### src/rtl/mem_access_unit.sv
// mem_access_unit: MEM-stage load/store sequencer with byte-lane steering,
// load sign extension and an ack timeout that raises BusError.
module mem_access_unit #(
   parameter int MAX_WAIT = 15
) (
   input  logic        Clk,
   input  logic        Reset,
   input  logic        MemRead,
   input  logic        MemWrite,
   input  logic        MemByte,
   input  logic        MemHalf,
   input  logic [31:0] Addr,
   input  logic [31:0] WriteData,
   input  logic        MemAck,
   input  logic [31:0] MemRData,
   output logic        MemReq,
   output logic        MemWe,
   output logic [31:0] MemAddr,
   output logic [3:0]  MemBe,
   output logic [31:0] MemWData,
   output logic [31:0] ReadData,
   output logic        Stall,
   output logic        Misalign,
   output logic        BusError
);
   typedef enum logic [1:0] {IDLE, WAIT, DONE} state_e;
   state_e      state_q, state_d;
   logic [7:0]  cnt_q, cnt_d;
   logic        req_q, req_d, we_q, we_d, mis_q, mis_d, berr_q, berr_d;
   logic [31:0] addr_q, addr_d, wdata_q, wdata_d, rdata_q, rdata_d;
   logic [3:0]  be_q, be_d;
   logic [1:0]  sz_q, sz_d, off_q, off_d;
   logic        is_byte, is_half, access, aligned;
   logic [3:0]  be;
   logic [31:0] wdata, ld;
   logic [15:0] lane;
   // Both size bits high decodes as a byte access.
   assign is_byte = MemByte;
   assign is_half = MemHalf & ~MemByte;
   assign access  = MemRead | MemWrite;
   assign aligned = is_byte | (is_half ? ~Addr[0] : Addr[1:0] == 2'b00);
   assign be      = is_byte ? 4'b0001 << Addr[1:0] : is_half ? (Addr[1] ? 4'b1100 : 4'b0011) : 4'b1111;
   assign wdata   = is_byte ? {4{WriteData[7:0]}} : is_half ? {2{WriteData[15:0]}} : WriteData;
   // sz: 2'b10 byte, 2'b01 half, 2'b00 word; off is the byte offset of the access.
   assign lane    = 16'(MemRData >> {off_q, 3'b000});
   assign ld      = sz_q[1] ? {{24{lane[7]}}, lane[7:0]} : sz_q[0] ? {{16{lane[15]}}, lane} : MemRData;
   assign Stall    = state_q == WAIT || (state_q == IDLE && access && aligned);
   assign MemReq   = req_q;
   assign MemWe    = we_q;
   assign MemAddr  = addr_q;
   assign MemBe    = be_q;
   assign MemWData = wdata_q;
   assign ReadData = rdata_q;
   assign Misalign = mis_q;
   assign BusError = berr_q;
   always_comb begin
      state_d = state_q;
      cnt_d   = cnt_q;
      req_d   = req_q;
      we_d    = we_q;
      addr_d  = addr_q;
      be_d    = be_q;
      wdata_d = wdata_q;
      rdata_d = rdata_q;
      sz_d    = sz_q;
      off_d   = off_q;
      mis_d   = 1'b0;
      berr_d  = 1'b0;
      case (state_q)
         IDLE: if (access) begin
            if (!aligned) begin
               mis_d   = 1'b1;
               rdata_d = '0;
            end else begin
               state_d = WAIT;
               cnt_d   = '0;
               req_d   = 1'b1;
               we_d    = MemWrite;
               addr_d  = {Addr[31:2], 2'b00};
               be_d    = be;
               wdata_d = wdata;
               sz_d    = {is_byte, is_half};
               off_d   = Addr[1:0];
               rdata_d = (MemRead && MemWrite) ? '0 : rdata_q;
            end
         end
         WAIT: if (MemAck) begin
            state_d = DONE;
            req_d   = 1'b0;
            we_d    = 1'b0;
            rdata_d = we_q ? rdata_q : ld;
         end else if (cnt_q == 8'(MAX_WAIT - 1)) begin
            state_d = DONE;
            req_d   = 1'b0;
            we_d    = 1'b0;
            rdata_d = '0;
            berr_d  = 1'b1;
         end else begin
            cnt_d = cnt_q + 8'd1;
         end
         default: state_d = IDLE;
      endcase
   end
   always_ff @(posedge Clk or posedge Reset) begin
      if (Reset) begin
         state_q <= IDLE;
         cnt_q   <= '0;
         req_q   <= 1'b0;
         we_q    <= 1'b0;
         addr_q  <= '0;
         be_q    <= '0;
         wdata_q <= '0;
         rdata_q <= '0;
         sz_q    <= '0;
         off_q   <= '0;
         mis_q   <= 1'b0;
         berr_q  <= 1'b0;
      end else begin
         state_q <= state_d;
         cnt_q   <= cnt_d;
         req_q   <= req_d;
         we_q    <= we_d;
         addr_q  <= addr_d;
         be_q    <= be_d;
         wdata_q <= wdata_d;
         rdata_q <= rdata_d;
         sz_q    <= sz_d;
         off_q   <= off_d;
         mis_q   <= mis_d;
         berr_q  <= berr_d;
      end
   end
endmodule

### config.mk
export PLATFORM = sky130hd
export DESIGN_NAME = mem_access_unit
export DESIGN_NICKNAME = d
export VERILOG_FILES = /design/src/rtl/mem_access_unit.sv
export SDC_FILE = /design/constraint.sdc
export NUM_CORES = 1
export LEC_CHECK = 0
export ABC_CLOCK_PERIOD_IN_PS = 10500
export CAP_MARGIN = 20
export CORE_AREA = 5 5 113 115
export DETAILED_ROUTE_END_ITERATION = 12
export DIE_AREA = 0 0 118 120
export PLACE_DENSITY = 0.88
export SLEW_MARGIN = 20
export SYNTH_ARGS = -nofsm -noshare
export SYNTH_HDL_FRONTEND = slang
export SYNTH_SLANG_ARGS = --single-unit
### constraint.sdc
create_clock -name Clk -period 10.5 [get_ports Clk]
set_input_delay 1.575 -clock Clk [delete_from_list [all_inputs] [get_ports Clk]]
set_output_delay 1.575 -clock Clk [all_outputs]
set_load 0.05 [all_outputs]
Word level (Yosys, flattened, before mapping)
Index checks and enable logic that the tools add are counted.

cells by class
  add/subtract/negate cells = 1
  equality and inequality tests = 9
  shift operators = 2
  muxes and demuxes = 39
  bitwise gates (word level) = 5
  reduce and logical (&&, ||, !) cells = 12

operators with widths
  kind                                                   number
  two-way mux 32 bit                                     10
  one-hot mux 32 bit (2 select lines)                    1
  two-way mux 8 bit                                      4
  >> shifter 32 x 5 -> 16 bit                            1
  one-hot mux 8 bit (2 select lines)                     1
  two-way mux 1 bit                                      13
  two-way mux 4 bit                                      3
  AND reduction 5 bit                                    2
  adder 8 x 1 -> 8 bit, second input constant            1
  equality test 8 x 4 -> 1 bit, second input constant    1
  two-way mux 2 bit                                      4
  inequality test 2 bit, second input constant           4
  inequality test 3 x 2 -> 1 bit, second input constant  2
  AND reduction 3 bit                                    2
  zero test 2 bit                                        2
  one-hot mux 1 bit (2 select lines)                     2
  one-hot mux 2 bit (2 select lines)                     1
  AND reduction 4 bit                                    1
  left shift 1 x 2 -> 4 bit, first input constant        1
  logical AND 1 bit                                      3
  inequality test 3 bit, second input constant           1
  equality test 2 x 1 -> 1 bit, second input constant    1
  NOT 1 bit                                              2
  bitwise OR 1 bit                                       2
  other kinds (3)                                        3

storage, ports and cells
  register bits = 116
  input bits = 103
  output and inout bits = 105

Logic depth before layout (Yosys ltp)
Gate-level depths: netlist of run 1.

  depth in word-level cells = 7
  depth in mapped cells = 7

Least setup slack after synthesis of run 1
No wires, ideal clock.

  kind = input-to-output
  from = input Addr[0]
  to = output Stall
  arrival time = 2636 ps
  setup slack = 6289 ps
  cell stages on the path = 5
  buffers on the path = 2
  cells stage by stage = clkbuf_1 > o21ai_0 > nand2_1 > clkbuf_1 > nand2_1

between the ends
  word-level cells in the longest chain between the ends = 5

RTL lines
  item                                                 RTL line  text
  from (decl)                                          12        input logic [31:0] Addr,
  zero test 2 bit / NOT 1 bit (equally long branches)  41        assign aligned = is_byte | (is_half ? ~Addr[0] : Addr[1:0] == 2'b00);
  two-way mux 1 bit (*)                                41
  bitwise OR 1 bit (*)                                 41
  logical AND 1 bit (*)                                47        assign Stall = state_q == WAIT || (state_q == IDLE && access && aligned);
  logical OR 1 bit (*)                                 47
  to (decl)                                            22        output logic Stall,

Mark *: on every way between the ends. The rest lies on a longest branch, timed or not.

Worst setup path in the final report of run 1
  from = input MemByte
  to = output Stall

between the ends
  word-level cells in the longest chain between the ends = 6

RTL lines
  item                   RTL line  text
  from (decl)            10        input logic MemByte,
  NOT 1 bit              39        assign is_half = MemHalf & ~MemByte;
  bitwise AND 1 bit      39
  two-way mux 1 bit      41
  bitwise OR 1 bit (*)   41
  logical AND 1 bit (*)  47
  logical OR 1 bit (*)   47

Marks and branches as above.

==> results of run 1 <==
## area by class of cell
cell class | instances | area, µm²
fillers | 818 | 3540
flip-flops and latches | 116 | 2900
multi-input cells | 323 | 2320
repair buffers | 210 | 2090
clock buffers | 23 | 478
well taps | 147 | 184
clock inverters | 9 | 150
inverters | 12 | 47.5
## worst min-delay path by stage
| stage | slack, ps | depth (start not counted) | from | to |
|---|---|---|---|---|
| floorplan | 490 | 1 | cnt_q[2] | cnt_q[2] |
| global route | 510 | 1 | ReadData[12] | ReadData[12] |
| CTS | 490 | 1 | ReadData[9] | ReadData[9] |
| global placement | 480 | 1 | ReadData[13] | ReadData[13] |
| detailed placement | 480 | 1 | ReadData[9] | ReadData[9] |
| finish | 490 | 1 | ReadData[9] | ReadData[9] |
## cell families (layout without fill, tap and decap cells)
logic type,count (synthesis),count (layout),share of synthesized area [%]
AO/OA/AOI/OAI,139,139,18.0
XOR/XNOR,5,5,0.808
adder cells (fa/ha/maj),2,2,0.462
buffers and inverters,48,254,3.86
flip-flops,116,116,53.6
multiplexers,68,68,13.6
other,1,2,0.0692
AND/OR/NAND/NOR,107,107,9.54
## Yosys cell counts, drive strengths merged, types with 11 or more instances
| library cell | number | area [µm²] |
|---|---|---|
| dfrtp | 116 | 2900 |
| mux2 | 47 | 529 |
| nand2 | 41 | 154 |
| o21ai | 38 | 190 |
| a21oi | 22 | 110 |
| clkbuf | 21 | 78.8 |
| mux2i | 21 | 210 |
| nor2 | 21 | 78.8 |
| a221o | 17 | 170 |
| buf | 15 | 85.1 |
| a31oi | 12 | 75.1 |
| inv | 12 | 45.0 |
| o2bb2ai | 11 | 96.3 |
## stage by stage
step                total power, µW  area [µm²]  util (%)
floorplan                      1910        5420         -
CTS                            3130        8170      69.8
finish                         3120        8170      69.8
detailed placement             2500        7540      64.4
global placement               2460        7540      64.4
global route                   3260        8170      69.8
## flip-flops by register name (all words and copies together), names as in the netlist
register / cells
BusError: 1
MemBe: 4
MemReq: 1
state_q: 2
sz_q: 2
MemWData: 32
off_q: 2
Misalign: 1
MemWe: 1
cnt_q: 8
MemAddr: 30
ReadData: 32
## power by group through the flow
stage	Combinational (µW)	Clock (µW)	Sequential, µW
floorplan	490	0	1420
global placement	1650	0	808
detailed placement	1680	0	823
CTS	1690	617	821
global route	1760	643	852
finish	1680	611	822
## routing by layer
| metal | vias up | wire, µm |
|---|---|---|
| met5 | - | 0 |
| met4 | 0 | 368 |
| met3 | 35 | 1720 |
| met2 | 262 | 8700 |
| met1 | 2362 | 6520 |
| li1 | 2185 | - |
## worst register-to-register path, cell delays in order (launching register included)
cell and delay [ps]:
sky130_fd_sc_hd__dfrtp_1 980, sky130_fd_sc_hd__nor2b_1 340, sky130_fd_sc_hd__and4_1 310, sky130_fd_sc_hd__o31a_1 500, sky130_fd_sc_hd__a221o_1 350
==> metrics, run 1 <==
Critical Path Stages=6; worst path buffer plus inverter count=3; cells along the critical path=clkdlybuf4s50_1 -> inv_1 -> o21ai_1 -> nand2_1 -> nand2_1 -> clkdlybuf4s50_1; most frequent cells in the layout=205 x sky130_fd_sc_hd__clkdlybuf4s50_1, 116 x sky130_fd_sc_hd__dfrtp_1, 47 x sky130_fd_sc_hd__mux2_2; fraction of met3 tracks used by global routing=10.5%; sort of element at the start of the critical path=input pin; sequential share of the synthesized area=53.6%; clock buffer count from CTS=17; maximum capacitance violations=0; post-synthesis cell count=486; clock-pin transition on the worst setup and hold timing paths=50 ps; register-to-register path setup slack=7890 ps; final setup fails=0; Slew @ Worst Pin=987 ps; largest net degree at the start of global routing=62; area of the core=11,700 µm²; number of placed instances, taps included=808; cell area after synthesis=5420 µm²; P_leak=0.00342 µW; Clock Path Buffers=2; syn_area_per_cell=11.1 µm²; GR Layer Usage met2=41.5%; overall track demand over capacity in global routing=24.7%; setup clock skew after layout=4.40 ps; antenna violations before repair=0; die area=14,200 µm²; commonest non-fill, non-tap cell in the layout=sky130_fd_sc_hd__clkdlybuf4s50_1; slowest stage cell on the critical path=sky130_fd_sc_hd__clkdlybuf4s50_1; Max transition margin=34.2%; fraction of layout instances using a drive strength above 1=13.0%; number of max-slew violations in the final report=0; standard-cell row count=40; final-layout worst hold slack=492 ps; number of cells in the finished layout apart from fillers=840; count of flip-flops with a built-in enable after synthesis=0; Setup crit end=Stall; Congestion Overflow GR=0; count of warnings emitted by yosys=0; Most used DFF post-synth=sky130_fd_sc_hd__dfrtp_1; vias in the first global route=5,294; Detailed Place HPWL=12,600 µm; # IOs=208; DRC violation total after the first TritonRoute iteration=410; total clock sinks=116; power per standard cell area=381 nW/µm²; global-route track usage on met1=28.2%; Worst Path Required=8930 ps; path category of the worst min-delay check=reg -> reg; CTS tree=yes; final hold viol count=0; worst path arrival time=5270 ps; max incr delay on CP=970 ps; Worst R2R Path Depth=4; Clock Root Buffer=sky130_fd_sc_hd__clkbuf_16; peak supply drop=0.238 mV; drt total wl=17,300 µm; switch share=46.5%; Max Fanout on Critical Path=22; vias=4,844; global route hottest layer=met2; router iterations before antenna repair=5; weighted congestion at the end of routability-driven global placement=0.908; kind of critical path=in -> out; clock latency reported for the late side of the worst-skew pair=410 ps; RSZ-0062 raised after global routing=no; count of buffers from port buffering=205; area growth from synthesis to final layout=50.8%; routed wirelength normalized by instance count=20.6 µm; number of nets with antenna violations after detailed routing=0; Initial Util=46.3%; status=finished clean; cell-internal power=1670 µW; worst r2r dst=ReadData[25]; count of buffers added by post-CTS timing repair for setup=0; Top delay family on crit path=buffers and inverters; Setup crit end kind=output pin; Seq cells post-synth=116; Fin Setup TNS=0 ps; hold_buf cts=0; relative contribution of the clock network to total power=19.6%; worst reg2reg startpoint=off_q[1]; ratio of routed vias to standard cells=5.77; crit share post-route=65.2%; Net Switching=1450 µW; power share of the sequential group=26.4%; Max Clock Freq=0.146 GHz; first-pass GRT wire length=27,900 µm; DRC errors left=0; number of gates resized after CTS=0; Place WS=3450 ps; H-Tree Depth=4; x dimension of the die=118 µm; number of distinct library cell variants in the gate-level netlist after synthesis=50; proportion of register bits with asynchronous set or reset after synthesis=100%; combinational share of power=54.0%; worst path setup slack after routing=3660 ps; first element of the critical path=MemByte; Final Net Count=785; height of the die=120 µm; Ant. Diodes=0; min cycle time layout=6840 ps
Note: power is estimated with default switching activity, not from simulation.
==> inputs of run 2 (changes only) <==
Settings changed: ABC_CLOCK_PERIOD_IN_PS 10500 to 5800, CORE_AREA 5 5 113 115 to 5 5 123 125, DIE_AREA 0 0 118 120 to 0 0 128 130, PLACE_DENSITY 0.88 to 0.79.
Clock period 10.5 ns to 5.8 ns, I/O delays scaled along.
==> metrics, run 2 (synthesized netlist as in run 1, its figures left out) <==
status=finished clean; number of nets with antenna violations after detailed routing=0; weighted congestion at the end of routability-driven global placement=0.854; final setup fails=0; setup clock skew after layout=10.9 ps; metal3 WL=1740 µm; Worst Path Required=4930 ps; # IOs=208; number of max-slew violations in the final report=0; clock latency reported for the late side of the worst-skew pair=410 ps; fraction of layout instances using a drive strength above 1=13.5%; total clock sinks=116; number of cells in the finished layout apart from fillers=874; H-Tree Depth=4; switch share=46.7%; final hold viol count=0; cells along the critical path=clkdlybuf4s50_1 -> nor2b_1 -> o21ai_0 -> nand2_1 -> nand2_1 -> buf_12; first-pass GRT wire length=26,600 µm; number of placed instances, taps included=843; sort of element at the start of the critical path=input pin; DRC violation total after the first TritonRoute iteration=411; Setup crit end kind=output pin; router iterations before antenna repair=5; hold_buf cts=0; worst path arrival time=3250 ps; Fin Setup TNS=0 ps; height of the die=130 µm; antenna violations before repair=0; final std cell area, no fill=8210 µm²; slowest stage cell on the critical path=sky130_fd_sc_hd__clkdlybuf4s50_1; combinational share of power=54.5%; most common cell type on the critical path=sky130_fd_sc_hd__nand2_1; number of gates resized after CTS=0; most frequent cells in the layout=204 x sky130_fd_sc_hd__clkdlybuf4s50_1, 116 x sky130_fd_sc_hd__dfrtp_1, 47 x sky130_fd_sc_hd__mux2_2; post-place instance area=7610 µm²; top layer reached by signal wires=met4; x dimension of the die=128 µm; ratio of routed vias to standard cells=5.53; P_leak=0.00342 µW; clock buffer count from CTS=17; final-layout worst hold slack=490 ps; relative contribution of the clock network to total power=18.9%; Max Clock Freq=0.243 GHz; largest net degree at the start of global routing=68; die area=16,600 µm²; DRC errors left=0; worst path buffer plus inverter count=2; Net Switching=2610 µW; power per standard cell area=681 nW/µm²; power share of the sequential group=26.6%; count of buffers from port buffering=205; path category of the worst min-delay check=reg -> reg; drt total wl=17,000 µm; Final Net Count=787; Top delay family on crit path=buffers and inverters; Slew @ Worst Pin=1020 ps; Clock Path Buffers=2; CTS tree=yes; crit share post-route=71.0%; vias in the first global route=4,971; Ant. Diodes=0; kind of critical path=in -> out; clock-pin transition on the worst setup and hold timing paths=50 ps; overall track demand over capacity in global routing=20.5%; sum of met2 wire segment lengths after detailed routing=8620 µm; Congestion Overflow GR=0; maximum capacitance violations=0; count of buffers added by post-CTS timing repair for setup=0; cell-internal power=2980 µW; area of the core=13,800 µm²; commonest non-fill, non-tap cell in the layout=sky130_fd_sc_hd__clkdlybuf4s50_1; routed wirelength normalized by instance count=19.4 µm; Initial Util=39.3%; Max transition margin=32.2%; peak supply drop=0.390 mV; routed length on met1=6270 µm; area growth from synthesis to final layout=51.5%; Detailed Place HPWL=12,600 µm; min cycle time layout=4120 ps; vias=4,833; standard-cell row count=43; Clock Root Buffer=sky130_fd_sc_hd__clkbuf_16; Max Fanout on Critical Path=21; RSZ-0062 raised after global routing=no; max incr delay on CP=940 ps
==> run 2: routing by layer <==
layer  vias up  GRT usage [%]
met4         0           7.37
met1      2345           22.7
li1       2196              -
met3        33           8.56
met5         -              0
met2       259           35.5
==> run 2: power by group through the flow <==
| stage | clock network [µW] | logic [µW] | registers, µW |
|---|---|---|---|
| after floorplan | 0 | 888 | 2580 |
| after global placement | 0 | 3000 | 1480 |
| after detailed placement | 0 | 3050 | 1490 |
| after CTS | 1070 | 3060 | 1490 |
| after global routing | 1120 | 3190 | 1540 |
| final | 1060 | 3040 | 1490 |
==> run 2: area by class of cell <==
class,count,area (µm²)
clock buffer,21,470
clock inverter,10,130
fill,1135,5560
inverter,12,47.5
multi-input combinational,323,2320
sequential,116,2900
tap,180,225
timing repair buffer,212,2110
==> run 2: final timing paths <==
| kind | start | end | slack, ps | cells after the start |
|---|---|---|---|---|
| max | MemHalf | Stall | 1680 | 6 |
| min | ReadData[10] | ReadData[10] | 490 | 1 |
| max reg2reg | off_q[1] | ReadData[19] | 3210 | 4 |
| min reg2reg | ReadData[10] | ReadData[10] | 490 | 1 |
| max in group asynchronous | Reset | MemWe | 3670 | 3 |
| min in group asynchronous | Reset | MemAddr[25] | 990 | 2 |
==> run 2: per-stage QoR <==
step / total power (µW) / utilization, % / setup WS, ps
floorplan: 3460 / - / 1860
global placement: 4480 / 55.2 / 1840
detailed placement: 4540 / 55.2 / 1680
CTS: 5620 / 59.6 / 1680
global route: 5840 / 59.6 / 1500
finish: 5590 / 59.6 / 1680
==> run 2: worst register-to-register path, stage by stage, from the launching register on <==
cell,delay [ps]
sky130_fd_sc_hd__dfrtp_1,1010
sky130_fd_sc_hd__nor2b_1,310
sky130_fd_sc_hd__and4_1,300
sky130_fd_sc_hd__o31a_1,500
sky130_fd_sc_hd__a221o_1,350
==> inputs of run 3 (changes only) <==
Settings changed: ABC_CLOCK_PERIOD_IN_PS 5800 to 3400.
Clock period 5.8 ns to 3.4 ns, I/O delays scaled along.
==> metrics, run 3 (synthesized netlist as in run 1, its figures left out) <==
overall power after layout=9570 µW; Max Clock Freq=0.388 GHz; drt total wl=17,100 µm; min cycle time layout=2580 ps; H-Tree Depth=4; height of the die=130 µm; peak supply drop=0.650 mV; clock buffer count from CTS=17; power per standard cell area=1150 nW/µm²; router iterations before antenna repair=5; hold_buf cts=0; Congestion Overflow GR=0; DRC violation total after the first TritonRoute iteration=385; post-place instance area=7700 µm²; Setup crit end kind=output pin; Ant. Diodes=0; WHS Endpoint=ReadData[1]; area of the core=13,800 µm²; path category of the worst min-delay check=reg -> reg; ratio of routed vias to standard cells=5.52; antenna violations before repair=0; final hold viol count=0; Worst R2R Path Depth=7; routed wirelength normalized by instance count=19.3 µm; final setup fails=0; maximum capacitance violations=0; Clock Root Buffer=sky130_fd_sc_hd__clkbuf_16; largest net degree at the start of global routing=54; DRC errors left=0; number of max-slew violations in the final report=0; final core utilization=60.4%; RSZ-0062 raised after global routing=no; CTS tree=yes; x dimension of the die=128 µm; kind of critical path=in -> out; crit share post-route=75.7%; Detailed Place HPWL=12,700 µm; commonest non-fill, non-tap cell in the layout=sky130_fd_sc_hd__clkdlybuf4s50_1; count of cells along the worst hold path=1; final std cell area, no fill=8320 µm²; count of buffers from port buffering=205; Worst Min Path Start=ReadData[1]; vias=4,865; fraction of layout instances using a drive strength above 1=14.4%; vias in the first global route=5,128; sort of element at the start of the critical path=input pin; worst path arrival time=2070 ps; Slew @ Worst Pin=745 ps; Clock Path Buffers=2; weighted congestion at the end of routability-driven global placement=0.858; setup clock skew after layout=9.82 ps; register-to-register path setup slack=960 ps; clock latency reported for the late side of the worst-skew pair=410 ps; Max transition margin=50.4%; Max Fanout on Critical Path=17; clock-pin transition on the worst setup and hold timing paths=50 ps; worst r2r dst=ReadData[26]; Final Net Count=794; number of nets with antenna violations after detailed routing=0; area growth from synthesis to final layout=53.5%; number of gates resized after CTS=0; total clock sinks=116; Fin Setup TNS=0 ps; overall track demand over capacity in global routing=20.7%; standard-cell row count=43; first-pass GRT wire length=26,900 µm; status=finished clean; most frequent cells in the layout=204 x sky130_fd_sc_hd__clkdlybuf4s50_1, 116 x sky130_fd_sc_hd__dfrtp_1, 47 x sky130_fd_sc_hd__mux2_2; die area=16,600 µm²; Place WS=770 ps; P_leak=0.00347 µW; Initial Util=39.3%; first element of the critical path=MemWrite; # IOs=208; worst path setup slack after routing=825 ps; worst reg2reg startpoint=cnt_q[0]; count of buffers added by post-CTS timing repair for setup=0; Worst Path Required=2890 ps
==> run 3: cell types whose count changed in the layout (fill, tap and decap cells not counted), sizes merged <==
| cell | delta |
|---|---|
| clkbuf | +4 |
| clkinv | -3 |
| bufinv | -1 |
| inv | -1 |
| buf | +7 |
| clkinvlp | +2 |
==> run 3: stage by stage <==
step | cells | hold slack [ps]
6_report | 882 | 495
4_1_cts | 882 | 499
3_5_place_dp | 850 | 482
3_3_place_gp | 850 | 490
2_1_floorplan | 487 | 494
5_1_grt | 882 | 512
==> run 3: cell type report <==
type                            count  area [µm²]
Inverter                           12        48.8
Multi-Input combinational cell    323        2320
Clock inverter                      7        92.6
Clock buffer                       25         526
Timing Repair Buffer              219        2200
Tap cell                          180         225
Fill cell                        1135        5460
Sequential cell                   116        2900
==> run 3: how the worst max path moves through the flow <==
stage,depth (start not counted),slack (ps),to
final,5,820,Stall
after global routing,5,690,Stall
after detailed placement,6,770,ReadData[26]
after floorplan,7,1240,ReadData[15]
after CTS,5,840,Stall
after global placement,5,830,Stall
==> run 3: critical path: stages <==
cell	delay [ps]
sky130_fd_sc_hd__clkdlybuf4s50_1	570
sky130_fd_sc_hd__o21a_1	550
sky130_fd_sc_hd__nand2_1	160
sky130_fd_sc_hd__nand2_1	130
sky130_fd_sc_hd__buf_12	150
==> run 3: report_power, final <==
part	switching [µW]	internal [µW]	total (µW)
registers	460	2020	2480
clock network	617	1210	1830
logic	3370	1900	5260
==> run 3: layer usage <==
metal | vias to the layer above | global-route usage (%) | wire (µm) | share of wire [%]
li1 | 2206 | - | - | -
met5 | - | 0 | 0 | 0
met3 | 41 | 8.15 | 1590 | 9.3
met2 | 239 | 35.1 | 8440 | 50
met1 | 2379 | 23.8 | 6580 | 39
met4 | 0 | 7.99 | 443 | 2.6
